$ cat config.mk
export PLATFORM = sky130hd
export DESIGN_NAME = ddr_wr_stim_gen
export DESIGN_NICKNAME = d
export VERILOG_FILES = /design/src/rtl/ddr_wr_stim_gen.sv
export SDC_FILE = /design/constraint.sdc
export NUM_CORES = 1
export LEC_CHECK = 0
export ABC_AREA = 0
export CAP_MARGIN = 40
export CORE_UTILIZATION = 44
export CTS_BUF_LIST = sky130_fd_sc_hd__clkbuf_4 sky130_fd_sc_hd__clkbuf_8
export DETAILED_ROUTE_END_ITERATION = 16
export HOLD_SLACK_MARGIN = 0.06
export MAX_ROUTING_LAYER = met4
export PLACE_DENSITY = 0.67
export SLEW_MARGIN = 20
export SYNTH_ARGS = -nofsm -noshare
export SYNTH_HDL_FRONTEND = slang
export SYNTH_SLANG_ARGS = --single-unit
$ cat constraint.sdc
create_clock -name clk -period 10.9 [get_ports clk]
set_clock_uncertainty 0.2 [all_clocks]
set_input_delay 1.09 -clock clk [delete_from_list [all_inputs] [get_ports clk]]
set_output_delay 1.09 -clock clk [all_outputs]
set_load 0.1 [all_outputs]
$ cat src/rtl/ddr_wr_stim_gen.sv
// AXI-Stream write-traffic generator for the DDR bandwidth test.
// Emits NWORDS {addr, data} beats from a start address with a fixed stride
// and counts the cycles spanned by the accepted beats.
module ddr_wr_stim_gen #(
  parameter int unsigned DATA_WIDTH = 64,
  parameter int unsigned ADDR_WIDTH = 32
) (
  input  logic                                 clk,
  input  logic                                 rstn,
  input  logic                                 START_REG,
  input  logic [31:0]                          ADDR_REG,
  input  logic [31:0]                          STRIDE_REG,
  input  logic [31:0]                          NWORDS_REG,
  input  logic                                 PATTERN_REG,
  input  logic [31:0]                          SEED_REG,
  output logic                                 m_axis_tvalid,
  input  logic                                 m_axis_tready,
  output logic [DATA_WIDTH+ADDR_WIDTH-1:0]     m_axis_tdata,
  output logic [DATA_WIDTH/8-1:0]              m_axis_tstrb,
  output logic                                 m_axis_tlast,
  output logic                                 BUSY_REG,
  output logic                                 DONE_REG,
  output logic [31:0]                          WCOUNT_REG,
  output logic [31:0]                          CYCLES_REG
);

  localparam int unsigned REP = DATA_WIDTH / ADDR_WIDTH;

  typedef enum logic [1:0] {
    IDLE    = 2'd0,
    LOAD    = 2'd1,
    RUN     = 2'd2,
    DONE_ST = 2'd3
  } state_t;

  state_t                          state_q, state_d;
  logic                            start_d;
  logic [ADDR_WIDTH-1:0]           addr_q, addr_d;
  logic [ADDR_WIDTH-1:0]           stride_q, stride_d;
  logic [ADDR_WIDTH-1:0]           seed_q, seed_d;
  logic [31:0]                     nwords_q, nwords_d;
  logic [31:0]                     idx_q, idx_d;
  logic                            pat_q, pat_d;
  logic                            started_q, started_d;
  logic                            tvalid_d, tlast_d, busy_d, done_d;
  logic [DATA_WIDTH+ADDR_WIDTH-1:0] tdata_d;
  logic [31:0]                     wcount_d, cycles_d;
  logic [ADDR_WIDTH-1:0]           next_addr;
  logic [31:0]                     next_idx;
  logic                            start_edge;
  logic                            beat_acc;

  // Data word for one beat: running index, or address^seed replicated
  function automatic logic [DATA_WIDTH-1:0] beat_data(
    input logic [ADDR_WIDTH-1:0] addr,
    input logic [31:0]           idx,
    input logic                  pat,
    input logic [ADDR_WIDTH-1:0] seed
  );
    if (pat) return {REP{addr ^ seed}};
    return DATA_WIDTH'(idx);
  endfunction

  assign start_edge   = START_REG & ~start_d;
  assign beat_acc     = m_axis_tvalid & m_axis_tready;
  assign m_axis_tstrb = '1;

  // Next-state and next-output logic
  always_comb begin
    state_d   = state_q;
    addr_d    = addr_q;
    stride_d  = stride_q;
    seed_d    = seed_q;
    nwords_d  = nwords_q;
    idx_d     = idx_q;
    pat_d     = pat_q;
    started_d = started_q;
    tvalid_d  = m_axis_tvalid;
    tlast_d   = m_axis_tlast;
    tdata_d   = m_axis_tdata;
    busy_d    = BUSY_REG;
    done_d    = DONE_REG;
    wcount_d  = WCOUNT_REG;
    cycles_d  = CYCLES_REG;
    next_addr = addr_q + stride_q;
    next_idx  = idx_q + 32'd1;

    case (state_q)
      IDLE, DONE_ST: begin
        if (start_edge) begin
          state_d   = LOAD;
          busy_d    = 1'b1;
          done_d    = 1'b0;
          wcount_d  = 32'd0;
          cycles_d  = 32'd0;
          started_d = 1'b0;
        end
      end
      LOAD: begin
        addr_d   = ADDR_WIDTH'(ADDR_REG);
        stride_d = ADDR_WIDTH'(STRIDE_REG);
        seed_d   = ADDR_WIDTH'(SEED_REG);
        nwords_d = NWORDS_REG;
        pat_d    = PATTERN_REG;
        idx_d    = 32'd0;
        if (NWORDS_REG == 32'd0) begin
          state_d = DONE_ST;
          busy_d  = 1'b0;
          done_d  = 1'b1;
        end else begin
          state_d  = RUN;
          tvalid_d = 1'b1;
          tlast_d  = (NWORDS_REG == 32'd1);
          tdata_d  = {ADDR_WIDTH'(ADDR_REG),
                      beat_data(ADDR_WIDTH'(ADDR_REG), 32'd0, PATTERN_REG,
                                ADDR_WIDTH'(SEED_REG))};
        end
      end
      RUN: begin
        if (beat_acc || started_q) cycles_d = CYCLES_REG + 32'd1;
        if (beat_acc) begin
          started_d = 1'b1;
          wcount_d  = WCOUNT_REG + 32'd1;
          if (idx_q == nwords_q - 32'd1) begin
            state_d  = DONE_ST;
            tvalid_d = 1'b0;
            tlast_d  = 1'b0;
            busy_d   = 1'b0;
            done_d   = 1'b1;
          end else begin
            addr_d  = next_addr;
            idx_d   = next_idx;
            tlast_d = (next_idx == nwords_q - 32'd1);
            tdata_d = {next_addr, beat_data(next_addr, next_idx, pat_q, seed_q)};
          end
        end
      end
      default: state_d = IDLE;
    endcase
  end

  // State register
  always_ff @(posedge clk or negedge rstn) begin
    if (!rstn) state_q <= IDLE;
    else       state_q <= state_d;
  end

  // Datapath and output registers
  always_ff @(posedge clk or negedge rstn) begin
    if (!rstn) begin
      start_d       <= 1'b0;
      addr_q        <= '0;
      stride_q      <= '0;
      seed_q        <= '0;
      nwords_q      <= 32'd0;
      idx_q         <= 32'd0;
      pat_q         <= 1'b0;
      started_q     <= 1'b0;
      m_axis_tvalid <= 1'b0;
      m_axis_tlast  <= 1'b0;
      m_axis_tdata  <= '0;
      BUSY_REG      <= 1'b0;
      DONE_REG      <= 1'b0;
      WCOUNT_REG    <= 32'd0;
      CYCLES_REG    <= 32'd0;
    end else begin
      start_d       <= START_REG;
      addr_q        <= addr_d;
      stride_q      <= stride_d;
      seed_q        <= seed_d;
      nwords_q      <= nwords_d;
      idx_q         <= idx_d;
      pat_q         <= pat_d;
      started_q     <= started_d;
      m_axis_tvalid <= tvalid_d;
      m_axis_tlast  <= tlast_d;
      m_axis_tdata  <= tdata_d;
      BUSY_REG      <= busy_d;
      DONE_REG      <= done_d;
      WCOUNT_REG    <= wcount_d;
      CYCLES_REG    <= cycles_d;
    end
  end

endmodule
==> results.yml, run 1 <==
drt:
  vias: 17300
  drt_iter0_drc: 1352
  wire_per_inst_um: 22.2
  remaining_drc_errors: 0
  drt-pass1-iter-count: 5
  routed_wl_mm: 67.3
  vias_per_cell: 5.70
  antenna_left: 0
placed_design:
  place.gp.congestion: 0.943
  dp_hpwl_mm: 51.1
  pre_cts_ws_ns: 5.18
  port-buffer-count: 296
global_routing:
  grt_max_degree: 110
  grt_pass1_vias: 17600
  grt_overflow: 0
  grt_use_total_pct: 30.0
  antenna_found_initial: 5
  grt_pass1_wl_mm: 105
worst_setup_path:
  path_buf_inv: 2
  cp_cell_sequence: "nor4_2 > nand4_1 > or2_1 > a211o_1 > o311a_1 > or4_1 > nor4_2 > a21oi_4 > buf_4 > buf_16 > mux2_1"
  critPathSlowestCell: "nor4_2"
  path_max_fanout: 50
  crit_type: "reg -> reg"
  crit_path_start_kind: "register"
  regToRegSetupSlack_ns: 5.58
  crit_start: "nwords_q[5]$_DFFE_PN0P_"
  cp.arrival_ns: 5.68
  reg2reg_to: "m_axis_tdata[78]$_DFFE_PN0P_"
  r2r_cells: 11
  r2r-start: "nwords_q[5]$_DFFE_PN0P_"
  cp_slowest_stage_delay_ns: 0.61
  cp_data_required_time_ns: 11.26
  cp-end-kind: "register"
  cp_num_cells: 11
  endpoint: "m_axis_tdata[78]$_DFFE_PN0P_"
  cpMostUsedCell: "nor4_2"
  crit_family: "simple AND/OR/NAND/NOR gates"
cts:
  numCtsBuffers: 56
  cts_tree: "done"
  post_cts_resized: 0
  clock_latency_ns: 0.68
  clock_path_buffers: 3
  post_cts_buffers: 0
  hold_buffers: 0
  cts-root-buf: "clkbuf_8"
  cts.sinks: 329
  h-tree-depth: 2
  clk_pin_slew_ns: 0.07
power_and_ir_drop:
  powerDensity_nw_per_um2: 287
  leakage_nw: 11.7
  ir_drop_mv: 0.345
die:
  ios: 305
  die_h_um: 215
  dieArea_um2: 46100
  core_um2: 44400
  start_util_pct: 44.8
  fp-row-count: 77
  die_w_um: 215
yosys:
  ys_ff_latch: 329
  synthArstFlopShare_pct: 100
  yosysWarnings: 0
  ys.flop_type: "dfrtp_1"
  synth_area_per_cell_um2: 10.2
  ys_seq_area_share_pct: 41.4
  synth.distinct_cells: 86
  syn_area_um2: 19900
  syn_inst: 1957
  synth-edff-count: 0
sta:
  fin_tns_setup_ns: 0
  layout_setup_ws_ns: 5.58
  setup_viol: 0
  tightest_slew_ns: 0.946
  period_share_pct: 48.8
  max_freq_mhz: 188
  grt_setup_unrepaired: "no"
  slew_violations: 0
  hold_viol_final: 0
  period_needed_ns: 5.32
  maxSlewHeadroom_pct: 36.1
finish:
  final_cell_mix: "dfrtp_1, clkdlybuf4s50_1, mux2_2, xnor2_1, nor2_1"
  multi_input_area_um2: 11000
  syn2layout_area_growth_pct: 39.8
  post-route-util_pct: 62.6
  nNetsFinal: 2563
  register_area_um2: 8230
  drive_gt1_share_pct: 22.4
  fillers: 3504
  final_common_cell: "dfrtp_1"
status:
  status: "finished, final reports clean"
min_path:
  hold_class: "in -> async"
run:
  maxCapViolCount: 0
==> worst min-delay path by stage <==
stage / from / end / slack (ns)
after global placement: m_axis_tdata[84]$_DFFE_PN0P_ / m_axis_tdata[84]$_DFFE_PN0P_ / 0.27
final: rstn / WCOUNT_REG[5]$_DFFE_PN0P_ / 0.28
after global routing: m_axis_tdata[74]$_DFFE_PN0P_ / m_axis_tdata[74]$_DFFE_PN0P_ / 0.31
after floorplan: addr_q[29]$_DFFE_PN0P_ / addr_q[29]$_DFFE_PN0P_ / 0.26
after detailed placement: m_axis_tdata[73]$_DFFE_PN0P_ / m_axis_tdata[73]$_DFFE_PN0P_ / 0.28
after CTS: m_axis_tdata[74]$_DFFE_PN0P_ / m_axis_tdata[74]$_DFFE_PN0P_ / 0.29
==> final cells by class <==
cell class                      count  share of cell area, %
Sequential cell                   329                   29.6
Clock buffer                       88                   3.82
Tap cell                          592                   2.66
Inverter                           61                  0.824
Clock inverter                     15                  0.378
Timing Repair Buffer              489                   23.1
Multi-Input combinational cell   1455                   39.6
Antenna cell                        5                 0.0450
==> kinds of logic after synthesis <==
kind of cell	count (synthesis)	share of synthesized area, %
xor+xnor	242	11.8
flops	329	41.4
fa+ha+maj	38	2.43
buf+inv	180	3.72
compound gates	308	10.2
other cells	1	0.0189
mux	274	15.3
simple gates	585	15.1
==> synth_stat cells, drive strengths merged (11+ instances only) <==
cell | n | area [um2]
nor3 | 49 | 245
and2 | 14 | 87.6
nand4 | 48 | 300
a21oi | 77 | 385
inv | 59 | 221
dfrtp | 329 | 8230
mux2i | 36 | 360
xnor2 | 139 | 1220
buf | 23 | 150
a21o | 17 | 128
mux2 | 238 | 2690
and3 | 28 | 175
o22ai | 11 | 68.8
or3 | 31 | 194
nor2b | 11 | 68.8
nand2 | 122 | 458
ha | 37 | 463
nor2 | 133 | 499
nor4 | 39 | 263
xor2 | 87 | 762
o21ai | 82 | 410
nand3 | 52 | 260
clkbuf | 96 | 360
==> registers in the layout (all words and copies together) (netlist names), 2 cells and up <==
name	count
CYCLES_REG	32
addr_q	32
WCOUNT_REG	32
state_q	2
idx_q	32
nwords_q	32
m_axis_tdata	96
seed_q	32
stride_q	32
==> per-stage QoR <==
stage	cell area [um2]	hold slack, ns	total power [mW]	cells
2_1_floorplan	19900	0.265	4.88	1964
3_3_place_gp	23300	0.273	5.90	2750
3_5_place_dp	26600	0.277	6.79	2923
4_1_cts	27700	0.292	8.00	3026
5_1_grt	27800	0.310	8.35	3034
6_report	27800	0.279	7.99	3034
==> layer usage <==
metal  track usage, %  share of wire, %
met1             37.1                42
met2             50.6                50
met3             4.48               5.3
met4             8.95               2.7
met5                -                 0
==> report_power, final <==
part | leakage [nW] | internal, mW | switching [mW]
registers | 4.07 | 1.52 | 0.223
logic | 6.97 | 2.14 | 2.93
clock network | 0.624 | 0.623 | 0.546
total | 11.7 | 4.28 | 3.70
(Power assumes the default switching activity.)
==> inputs of run 2 (changes only) <==
Clock period 10.9 ns to 5.06 ns, I/O delays scaled along.
==> run 2 against run 1 <==
Via count increased by 0.56%. First-iteration DRC count up 1.3%. Largest power group unchanged. Highest routed layer unchanged. Cell area up 0.76%. Wire length decreased by 0.25%.
==> results.yml, run 2 (same netlist as run 1, synthesis figures left out) <==
cts:
  clock_path_buffers: 3
  cts.sinks: 329
  clock_latency_ns: 0.68
  numCtsBuffers: 58
  cts_tree: "done"
  cts-root-buf: "clkbuf_8"
  clk_pin_slew_ns: 0.06
  post_cts_resized: 0
  h-tree-depth: 2
drt:
  drt-met1-wl_mm: 27.4
  wl_met3_mm: 4.22
  highest_layer: "met4"
  routed_wl_mm: 67.1
  wire_per_inst_um: 22.0
  drt-pass1-iter-count: 5
  antenna_left: 0
  wl_met2_mm: 33.1
  remaining_drc_errors: 0
  vias_per_cell: 5.69
  drt_iter0_drc: 1369
  vias: 17400
worst_setup_path:
  cp_data_required_time_ns: 5.39
  cpMostUsedCell: "or4_1"
  r2r_cells: 12
  cp.arrival_ns: 4.94
  critPathSlowestCell: "or4_1"
  regToRegSetupSlack_ns: 0.45
  cp_slowest_stage_delay_ns: 0.64
  r2r-start: "nwords_q[0]$_DFFE_PN0P_"
  cp-end-kind: "register"
  cp_cell_sequence: "inv_1 > ha_1 > or4b_1 > or4_4 > or4_1 > o21ai_0 > o211ai_1 > or4_1 > or4_1 > buf_4 > and4_1 > a311o_1"
  reg2reg_to: "idx_q[27]$_DFFE_PN0P_"
  crit_path_start_kind: "register"
  path_max_fanout: 24
  crit_type: "reg -> reg"
finish:
  final_cell_mix: "dfrtp_1, clkdlybuf4s50_1, mux2_2, xnor2_1, nor2_1"
  syn2layout_area_growth_pct: 40.9
  post-route-util_pct: 63.1
  final_common_cell: "dfrtp_1"
  largest_register_ffs: 96
  fillers: 3420
  fin_cells: 3053
  drive_gt1_share_pct: 23.0
  nNetsFinal: 2575
  register_area_um2: 8230
  top_register: "m_axis_tdata"
  multi_input_area_um2: 11000
status:
  status: "finished, final reports clean"
placed_design:
  pre_cts_ws_ns: 0.505
  dp.cells: 2934
  place.gp.congestion: 0.972
  port-buffer-count: 296
  dp_hpwl_mm: 50.7
die:
  ios: 305
  core_um2: 44400
  dieArea_um2: 46100
  die_w_um: 215
  start_util_pct: 44.8
  die_h_um: 215
  fp-row-count: 77
power_and_ir_drop:
  ir_drop_mv: 0.681
  comb_power_share_pct: 62.4
  pwr-share-clk_pct: 16.1
  internal-power_mw: 9.51
  swShare_pct: 45.8
  leakage_nw: 11.8
  switching_power_mw: 8.03
  finalPower_mw: 17.5
  seqPwrFrac_pct: 21.5
  powerDensity_nw_per_um2: 626
min_path:
  hp-start: "START_REG"
  whs_path_depth: 1
  hold_class: "in -> reg"
  min_to: "start_d$_DFF_PN0_"
sta:
  period_share_pct: 91.1
  tightest_slew_ns: 0.916
  period_needed_ns: 4.61
  grt_setup_unrepaired: "no"
  max_freq_mhz: 217
  maxSlewHeadroom_pct: 38.2
  slew_violations: 0
  hold_viol_final: 0
  layout_setup_ws_ns: 0.449
  setup_viol: 0
  fin_tns_setup_ns: 0
global_routing:
  grt_pass1_vias: 18000
  grt_pass1_wl_mm: 105
  grt_use_total_pct: 30.0
  grt_overflow: 0
  antenna_found_initial: 7
  grt_max_degree: 126
run:
  maxCapViolCount: 0
-- run 2: cell types whose count changed in the layout (fill, tap and decap cells not counted), sizes merged, moves of 2 or more --
cell,before,now
buf,193,204
clkinvlp,3,1
clkbuf,89,98
inv,60,62
diode,5,7
clkinv,13,9
-- run 2: repair_timing --
item,in CTS,in global routing
hold buffers,1,0
buffers inserted,0,0
hold endpoints to repair,101,0
-- run 2: worst max path at each step --
stage                             from                           end  slack [ns]  cells past startpoint
3_3_place_gp   nwords_q[0]$_DFFE_PN0P_         idx_q[27]$_DFFE_PN0P_        0.58                     12
2_1_floorplan  nwords_q[0]$_DFFE_PN0P_     m_axis_tvalid$_DFFE_PN0P_        0.75                     15
6_report       nwords_q[0]$_DFFE_PN0P_         idx_q[27]$_DFFE_PN0P_        0.45                     12
4_1_cts        nwords_q[0]$_DFFE_PN0P_         idx_q[27]$_DFFE_PN0P_        0.48                     12
3_5_place_dp   nwords_q[0]$_DFFE_PN0P_         idx_q[27]$_DFFE_PN0P_        0.51                     12
5_1_grt        nwords_q[0]$_DFFE_PN0P_  m_axis_tdata[54]$_DFFE_PN0P_        0.33                     13
-- run 2: metal layers --
metal | vias up | track usage (%)
li1 | 7953 | -
met1 | 8569 | 36.4
met2 | 703 | 50.0
met3 | 151 | 5.06
met4 | 0 | 10.9
met5 | - | -
-- run 2: power by group through the flow --
stage | clock network, mW | registers (mW) | logic [mW]
CTS | 2.87 | 3.77 | 10.9
global placement | 0 | 3.77 | 8.97
detailed placement | 0 | 3.80 | 10.9
floorplan | 0 | 6.40 | 4.10
global route | 2.99 | 3.84 | 11.5
finish | 2.83 | 3.77 | 10.9
-- run 2: through the flow --
step	instance area, um2	hold WS (ns)
after detailed placement	26600	0.283
after CTS	28000	0.0913
after floorplan	19900	0.0104
final	28000	0.141
after global placement	23500	0.271
after global routing	28000	0.132
-- run 2: layout make-up --
class                      instances  area share (%)
antenna                            7          0.0625
clock buffer                      98            4.48
clock inverter                    12           0.371
inverter                          61           0.817
multi-input combinational       1455            39.3
sequential                       329            29.4
tap                              592            2.64
timing repair buffer             499            22.9
-- run 2: critical path: cells and delay by family, from the launching register on --
family                     cells  cell delay, ns
adders and majority gates      1            0.26
buffers and inverters          2            0.33
AOI/OAI and AO/OA              3            0.52
DFF                            1            0.43
and+or+nand+nor                6            2.72
